### src/rtl/cnn_pkg.sv
// Shared types and constants for the conv/pool scheduling blocks.
package cnn_pkg;

  localparam int unsigned DIM_W_DEF = 4;

  localparam logic C_P_CONV = 1'b0;
  localparam logic C_P_POOL = 1'b1;

  typedef enum logic [1:0] {
    ST_IDLE     = 2'd0,
    ST_RUN_CONV = 2'd1,
    ST_RUN_POOL = 2'd2,
    ST_DONE     = 2'd3
  } sched_state_t;

endpackage

### src/rtl/pix_walker.sv
// Column/row raster counter over a latched feature-map extent.
module pix_walker
  import cnn_pkg::*;
#(
  parameter int unsigned DIM_W = DIM_W_DEF
) (
  input  logic             clk,
  input  logic             rst,
  input  logic             load,
  input  logic [DIM_W-1:0] cfg_w,
  input  logic [DIM_W-1:0] cfg_h,
  input  logic             clear,
  input  logic             advance,
  output logic [DIM_W-1:0] col,
  output logic [DIM_W-1:0] row,
  output logic             last_pix
);

  logic [DIM_W-1:0] w_q;
  logic [DIM_W-1:0] h_q;

  // Advancing past the last pixel wraps to (0,0), ready for the next pass.
  always_ff @(posedge clk) begin
    if (rst) begin
      w_q <= '0;
      h_q <= '0;
      col <= '0;
      row <= '0;
    end else if (load) begin
      w_q <= cfg_w;
      h_q <= cfg_h;
      col <= '0;
      row <= '0;
    end else if (clear) begin
      col <= '0;
      row <= '0;
    end else if (advance) begin
      if (col != w_q) begin
        col <= col + DIM_W'(1);
      end else begin
        col <= '0;
        if (row != h_q) begin
          row <= row + DIM_W'(1);
        end else begin
          row <= '0;
        end
      end
    end
  end

  assign last_pix = (col == w_q) && (row == h_q);

endmodule

### src/rtl/layer_sched.sv
// Pass-level scheduler: conv pass, optional pool pass, per-pixel watchdog and abort.
module layer_sched
  import cnn_pkg::*;
#(
  parameter int unsigned DIM_W   = DIM_W_DEF,
  parameter int unsigned TO_W    = 8,
  parameter int unsigned TIMEOUT = 255
) (
  input  logic             clk,
  input  logic             rst,
  input  logic             start,
  input  logic             abort,
  input  logic [DIM_W-1:0] cfg_w,
  input  logic [DIM_W-1:0] cfg_h,
  input  logic             cfg_pool,
  output logic             pix_req,
  input  logic             pix_ack,
  output logic             c_p,
  output logic [DIM_W-1:0] col,
  output logic [DIM_W-1:0] row,
  output logic             busy,
  output logic             done,
  output logic             err
);

  localparam logic [TO_W-1:0] WDOG_LAST = TO_W'(TIMEOUT - 1);

  sched_state_t    state_q, state_d;
  logic [TO_W-1:0] wdog_q, wdog_d;
  logic            pool_q, pool_d;
  logic            err_d;
  logic            walk_load, walk_clear, walk_adv;
  logic            last_pix;
  logic            run_d;

  pix_walker #(.DIM_W(DIM_W)) u_walker (
    .clk      (clk),
    .rst      (rst),
    .load     (walk_load),
    .cfg_w    (cfg_w),
    .cfg_h    (cfg_h),
    .clear    (walk_clear),
    .advance  (walk_adv),
    .col      (col),
    .row      (row),
    .last_pix (last_pix)
  );

  // Priority inside a pass: abort, then ack, then watchdog expiry.
  always_comb begin
    state_d    = state_q;
    wdog_d     = wdog_q;
    pool_d     = pool_q;
    err_d      = err;
    walk_load  = 1'b0;
    walk_clear = 1'b0;
    walk_adv   = 1'b0;
    case (state_q)
      ST_IDLE: begin
        if (start) begin
          walk_load = 1'b1;
          pool_d    = cfg_pool;
          err_d     = 1'b0;
          wdog_d    = '0;
          state_d   = ST_RUN_CONV;
        end
      end
      ST_RUN_CONV, ST_RUN_POOL: begin
        if (abort) begin
          walk_clear = 1'b1;
          wdog_d     = '0;
          state_d    = ST_IDLE;
        end else if (pix_ack) begin
          walk_adv = 1'b1;
          wdog_d   = '0;
          if (last_pix) begin
            state_d = (state_q == ST_RUN_CONV && pool_q) ? ST_RUN_POOL : ST_DONE;
          end
        end else if (wdog_q == WDOG_LAST) begin
          walk_clear = 1'b1;
          wdog_d     = '0;
          err_d      = 1'b1;
          state_d    = ST_IDLE;
        end else begin
          wdog_d = wdog_q + TO_W'(1);
        end
      end
      ST_DONE: begin
        state_d = ST_IDLE;
      end
      default: begin
        state_d = ST_IDLE;
      end
    endcase
  end

  assign run_d = (state_d == ST_RUN_CONV) || (state_d == ST_RUN_POOL);

  // Outputs are registered from the next-state decode so they align with state_q.
  always_ff @(posedge clk) begin
    if (rst) begin
      state_q <= ST_IDLE;
      wdog_q  <= '0;
      pool_q  <= 1'b0;
      pix_req <= 1'b0;
      busy    <= 1'b0;
      c_p     <= C_P_CONV;
      done    <= 1'b0;
      err     <= 1'b0;
    end else begin
      state_q <= state_d;
      wdog_q  <= wdog_d;
      pool_q  <= pool_d;
      pix_req <= run_d;
      busy    <= run_d;
      c_p     <= (state_d == ST_RUN_POOL) ? C_P_POOL : C_P_CONV;
      done    <= (state_d == ST_DONE);
      err     <= err_d;
    end
  end

endmodule
### config.mk
export PLATFORM = sky130hd
export DESIGN_NAME = layer_sched
export DESIGN_NICKNAME = d
export VERILOG_FILES = /design/src/rtl/cnn_pkg.sv /design/src/rtl/pix_walker.sv /design/src/rtl/layer_sched.sv
export SDC_FILE = /design/constraint.sdc
export NUM_CORES = 1
export LEC_CHECK = 0
export ABC_AREA = 1
export CAP_MARGIN = 20
export CORE_MARGIN = 5
export CORE_UTILIZATION = 38
export DETAILED_ROUTE_END_ITERATION = 10
export HOLD_SLACK_MARGIN = 0.03
export PLACE_DENSITY = 0.65
export SLEW_MARGIN = 20
export SYNTH_ARGS = -nofsm -noshare
export SYNTH_HDL_FRONTEND = slang
export SYNTH_HIERARCHICAL = 1
export SYNTH_SLANG_ARGS = --single-unit
### constraint.sdc
create_clock -name clk -period 3.3 [get_ports clk]
set_input_delay 0.66 -clock clk [delete_from_list [all_inputs] [get_ports clk]]
set_output_delay 0.66 -clock clk [all_outputs]
set_load 0.01 [all_outputs]
Word level (Yosys, flattened, before mapping)
Index checks and enable logic that the tools add are counted.
{"block": "op_classes", "n_addsub": 3, "eq_ne": 15, "muxes": 29, "bitwise": 1, "reduce_logical": 11}
{"cell": "2-to-1 mux 8 bit", "n": 4}
{"cell": "case mux 8 bit (2 select lines)", "n": 1}
{"cell": "2-to-1 mux 1 bit", "n": 15}
{"cell": "2-to-1 mux 2 bit", "n": 5}
{"cell": "adder 4 x 1 -> 4 bit (second input constant)", "n": 2}
{"cell": "adder 8 x 1 -> 8 bit (second input constant)", "n": 1}
{"cell": "== test 2 bit (second input constant)", "n": 4}
{"cell": "== test 4 bit", "n": 2}
{"cell": "== test 8 bit (second input constant)", "n": 1}
{"cell": "2-to-1 mux 4 bit", "n": 2}
{"cell": "inequality test 2 bit (second input constant)", "n": 4}
{"cell": "inequality test 4 bit", "n": 2}
{"cell": "case mux 2 bit (3 select lines)", "n": 1}
{"cell": "AND reduction 2 bit", "n": 3}
{"cell": "AND reduction 5 bit", "n": 1}
{"cell": "== test 2 x 1 -> 1 bit (second input constant)", "n": 2}
{"cell": "OR reduction 3 bit", "n": 1}
{"cell": "logical AND 1 bit", "n": 2}
{"cell": "zero test 2 bit", "n": 1}
{"cell": "case mux 1 bit (2 select lines)", "n": 1}
{"cell": "nonzero test 2 bit", "n": 1}
{"cell": "OR reduction 2 bit", "n": 1}
{"cell": "logical OR 1 bit", "n": 1}
{"cell": "NOT 1 bit", "n": 1}
{"block": "word_totals", "ff_bits": 31, "inputBits": 14, "output_inout_bits": 13, "wordCells": 70}

Depth between registers and ports, before layout
{"block": "depth", "ltp_word": 9, "ltp_mapped": 15, "ltp_nobuf": 15}

Modules after synthesis
The synthesis kept the hierarchy.
{"module": "pix_walker", "instances": 1, "cells_per_inst": 127, "area_per_inst_um2": 872.1, "seq_area_each_um2": 320.3}
{"module": "layer_sched", "instances": 1, "cells_per_inst": 118, "area_per_inst_um2": 855.8, "seq_area_each_um2": 300.3}

Worst setup path after synthesis
No wires, ideal clock.
{"block": "synth_path", "kind": "flip-flop to flip-flop", "startpoint": "reg u_walker.col[1]", "endpoint": "reg busy", "setup_time_ps": 64, "arrival_time_ps": 1621, "t_required_ps": 3236, "setup_slack_ps": 1615, "path_stages_with_launch": 14, "n_path_buf": 0, "period_less_slack_ps": 1685, "cell_sequence": "dfxtp_1 inv_2 nand2_2 nand2_2 nor2_4 nand2_1 nor2_1 nand3_1 nand2_1 nand3_1 nand2_1 inv_1 ha_1 nor2_1"}
{"block": "synth_between", "elab_chain_cells": 8, "elab_cells_between_ends": 9, "classes_between": "eq/ne (3); mux (4); reduce/logical (2)"}
{"item": "from (decl)", "line": "pix_walker.sv:14", "rtl": "output logic [DIM_W-1:0] col,"}
{"item": "from (signal assigned)", "line": "pix_walker.sv:39", "rtl": "col <= col + DIM_W'(1);"}
{"item": "== test 4 bit (*)", "line": "pix_walker.sv:51", "rtl": "assign last_pix = (col == w_q) && (row == h_q);"}
{"item": "logical AND 1 bit (*)", "line": "pix_walker.sv:51"}
{"item": "net last_pix", "line": "layer_sched.sv:33", "rtl": "logic last_pix;"}
{"item": "2-to-1 mux 2 bit (*)", "line": "layer_sched.sv:76", "rtl": "if (last_pix) begin"}
{"item": "2-to-1 mux 2 bit (*)", "line": "layer_sched.sv:73", "rtl": "end else if (pix_ack) begin"}
{"item": "2-to-1 mux 2 bit (*)", "line": "layer_sched.sv:69", "rtl": "if (abort) begin"}
{"item": "case mux 2 bit (3 select lines) (*)", "line": "layer_sched.sv:58", "rtl": "case (state_q)"}
{"item": "net state_d[0]", "line": "layer_sched.sv:28", "rtl": "sched_state_t state_q, state_d;"}
{"item": "== test 2 x 1 -> 1 bit / == test 2 bit (equally long branches)", "line": "layer_sched.sv:97", "rtl": "assign run_d = (state_d == ST_RUN_CONV) || (state_d == ST_RUN_POOL);"}
{"item": "logical OR 1 bit (*)", "line": "layer_sched.sv:97"}
{"item": "to (signal assigned)", "line": "layer_sched.sv:115", "rtl": "busy <= run_d;"}
{"item": "to (decl)", "line": "layer_sched.sv:21", "rtl": "output logic busy,"}
Mark *: on every way through the listed nets, which the timed path passes. The rest lies on a longest branch.
A chain may end at the register's enable or synchronous reset.

Worst setup path after layout
{"block": "layout_path", "startpoint": "in pix_ack", "endpoint": "reg u_walker.col[3]"}
{"block": "layout_between", "elab_cells_between_ends": 7, "classes_between": "mux (6); reduce/logical (1)"}
{"item": "from (decl)", "line": "layer_sched.sv:17", "rtl": "input logic pix_ack,"}
{"item": "2-to-1 mux 1 bit", "line": "layer_sched.sv:73"}
{"item": "2-to-1 mux 1 bit", "line": "layer_sched.sv:69"}
{"item": "2-to-1 mux 1 bit", "line": "layer_sched.sv:58"}
{"item": "net walk_adv", "line": "layer_sched.sv:32", "rtl": "logic walk_load, walk_clear, walk_adv;"}
The timed path passes the listed nets, and every way through them passes these cells.

==> qor.log <==
[clock_network] clock buffer count from CTS 5
[placement] worst setup timing slack at the placement stage 1.01 ns
[clock_network] cells resized by post-CTS repair 0
[routing] first-pass detailed-route iteration total 4
[placement] number of input and output port buffers inserted 26
[finish] Area Overhead vs Synth 23.8%
[die] Cell Rows 24
[sta] timing-limited maximum frequency 501 MHz
[synthesis] most common library cells after synthesis nand2_1 (60), nor2_1 (37), inv_1 (34)
[critical_path] required time at the endpoint of the critical path 3.53 ns
[grt] largest net degree at the start of global routing 17
[routing] Via density 4.60
[finish] Final Non-Filler Cells 327
[routing] detailed-route via count 1504
[die] Placeable Area 4380 sq um
[synthesis] count of cell types in the netlist 29
[synthesis] Synth Cell Area 1730 sq um
[sta] Setup TNS 0 ns
[routing] post-detailed-route wirelength per cell 10.6 microns
[die] initial core utilization 39.4%
[job] Max-Cap Viols 0
[sta] Hold Violations, Final 0
[critical_path] critical path peak fanout 7
[status] status complete, no violations
[hold_path] HP Class reg2reg
[finish] number of nets in the layout 296
[sta] remaining max-slew budget at the tightest pin 66.6%
[synthesis] count of flip-flops with a built-in enable after synthesis 0
[critical_path] number of buffers and inverters on the critical path 2
[die] DIE AREA 6000 sq um
[critical_path] kind of end point of the critical path flop
[clock_network] TritonCTS clock tree done
[critical_path] top cell family by delay on the critical path simple AND/OR/NAND/NOR gates
[synthesis] Primary FF master, synth dfxtp_1
[die] die width 77.4 microns
[die] I/O pin cnt 27
[grt] first-pass GRT wire length 6280 microns
[sta] final critical-path setup slack 1.30 ns
[clock_network] Max Root-Sink Buffers 2
[finish] post-route cell area 2140 sq um
[synthesis] fraction of post-synthesis cell area in the top cell type by area 35.9%
[sta] clock period minus worst slack 2.00 ns
[synthesis] Synth warnings 6
[critical_path] WP data arrival 2.23 ns
[synthesis] Yosys top cell by area dfxtp_1
[power_and_ir_drop] leakage power 0.000931 uW
[sta] number of failing setup endpoints in the final timing report 0
[synthesis] Synth Net Count 267
[sta] final clock skew 0.00454 ns
[placement] Post-DP Area 2020 sq um
[critical_path] type of element launching the critical path primary input
[synthesis] flop and latch count out of synthesis 31
[routing] drt initial violations 115
[clock_network] hold-fix buffers at CTS 0
[grt] total global routing track utilization 12.7%
[power_and_ir_drop] worst vdd rail ir drop 0.249 mV
[clock_network] cell chosen for the clock root clkbuf_8
[synthesis] most numerous cell in the Yosys netlist nand2_1
[synthesis] Mapped Cells 245
[critical_path] Worst Path Class, Setup in2reg
[clock_network] H-tree depth 2
[routing] ANT nets after route 0
[synthesis] mean cell area of the mapped netlist 7.05 sq um
[clock_network] clock-pin slew reported for the worst setup and hold paths after clock tree synthesis 0.06 ns
[grt] number of global-route vias before repair 1425
[critical_path] delay contributed by the slowest stage of the critical path 0.56 ns
[sta] slew at the pin with the worst max-slew slack 0.499 ns
[sta] Max Transition Viols Final 0
[sta] unrepaired setup endpoints after global routing no
[finish] fraction of layout cells with a size suffix above 1 12.0%
[die] height of the die 77.4 microns
[synthesis] share of synthesized registers carrying an async set or reset 0%
[placement] gp weighted congestion 0.817
[critical_path] worst path cell trace clkdlybuf4s50_1 -> nand2_1 -> nor2_1 -> nand4_1 -> a21oi_1 -> o211ai_1 -> inv_1
[clock_network] number of sinks handled by clock tree synthesis 31
[placement] hpwl dp 2650 microns
[routing] total length of routed wires 3460 microns
[power_and_ir_drop] power density of the placed cells 423 nW/um^2
[grt] antenna violations before repair 0
[critical_path] CP max-delay cell clkdlybuf4s50_1
[finish] share of the core filled with cells 48.8%
[routing] DRC violation count after routing 0
[clock_network] insertion delay to the later sink of the worst-skew pair 0.28 ns
[finish] diodes inserted 0
[placement] cell total after placement 319
[sta] post-route fraction of the period consumed by the critical path 60.5%
[synthesis] share of the yosys chip area belonging to registers 35.9%
[clock_network] post-CTS setup buffer count 0
[synthesis] top cells by area in the synthesized netlist dfxtp_1 (36%), nand2_1 (13%), nor2_1 (8.0%)
[grt] total congestion overflow 0
## metrics by stage
stage                     hold WS, ns  power, uW
final                           0.479        903
after detailed placement        0.469        524
after global placement          0.464        522
after global routing            0.513        956
after floorplan                 0.450        487
after CTS                       0.482        919
## cell type report
type | instances | area (sq um)
fillers | 463 | 2250
multi-input cells | 170 | 921
flip-flops and latches | 31 | 621
repair buffers | 27 | 268
inverters | 39 | 146
clock buffers | 6 | 82.6
well taps | 52 | 65.1
clock inverters | 2 | 35.0
## registers in the layout, summed over array words and instances, names as in the netlist
name and cells:
u_walker/col 4, wdog_q 8, busy 1, pool_q 1, u_walker/w_q 4, done 1, state_q 2, err 1
c_p 1, u_walker/row 4, u_walker/h_q 4
## path summary, 6_finish.rpt
check	from	to	slack [ns]	depth (start not counted)
max reg2reg	u_walker/col[0]$_SDFFE_PP0P_	busy$_SDFF_PP0_	1.43	13
max	pix_ack	u_walker/col[3]$_SDFFE_PP0P_	1.30	7
min	u_walker/w_q[3]$_SDFFE_PP0P_	u_walker/w_q[3]$_SDFFE_PP0P_	0.48	2
min reg2reg	u_walker/w_q[3]$_SDFFE_PP0P_	u_walker/w_q[3]$_SDFFE_PP0P_	0.48	2
## logic make-up (layout without fill, tap and decap cells)
| kind of cell | after synthesis | in the layout | synth area share [%] |
|---|---|---|---|
| AND/OR/NAND/NOR | 130 | 130 | 35.5 |
| AO/OA/AOI/OAI | 27 | 27 | 9.49 |
| adder cells (fa/ha/maj) | 8 | 8 | 5.79 |
| buffers and inverters | 44 | 74 | 10.8 |
| XOR/XNOR | 5 | 5 | 2.53 |
| flip-flops | 31 | 31 | 35.9 |
## per-layer routing
| layer | track usage [%] | vias up | part of all wire (%) |
|---|---|---|---|
| met2 | 19.9 | 31 | 43 |
| met5 | 0 | - | 0 |
| met3 | 3.94 | 7 | 5.3 |
| li1 | - | 822 | - |
| met1 | 16.3 | 644 | 49 |
| met4 | 4.98 | 0 | 1.8 |
## layout by cell type (no fill, tap or decap), types with 2 or more instances in the layout
master	synthesis	layout
clkbuf_8	0	6
nand4_1	2	2
nand3_1	10	10
dfxtp_1	31	31
o21ai_0	4	4
inv_1	34	34
nand2_1	60	60
ha_1	8	8
xor2_1	5	5
nor2_1	37	37
nor2_4	3	3
a211oi_1	8	8
a21oi_1	11	11
clkdlybuf4s50_1	0	26
nand3_2	2	2
nor2_2	2	2
nand2_2	8	8
inv_2	5	5
## power breakdown
part | switching [uW] | internal, uW
clock | 144 | 244
combinational | 70.9 | 49.0
sequential | 8.33 | 387
## worst register-to-register path: cells and delay by family (launching register included)
kind          cells  cell delay [ns]
fa+ha+maj         1             0.28
buf+inv           2             0.11
flops             1             0.42
simple gates     10             1.01
(Power assumes the default switching activity.)
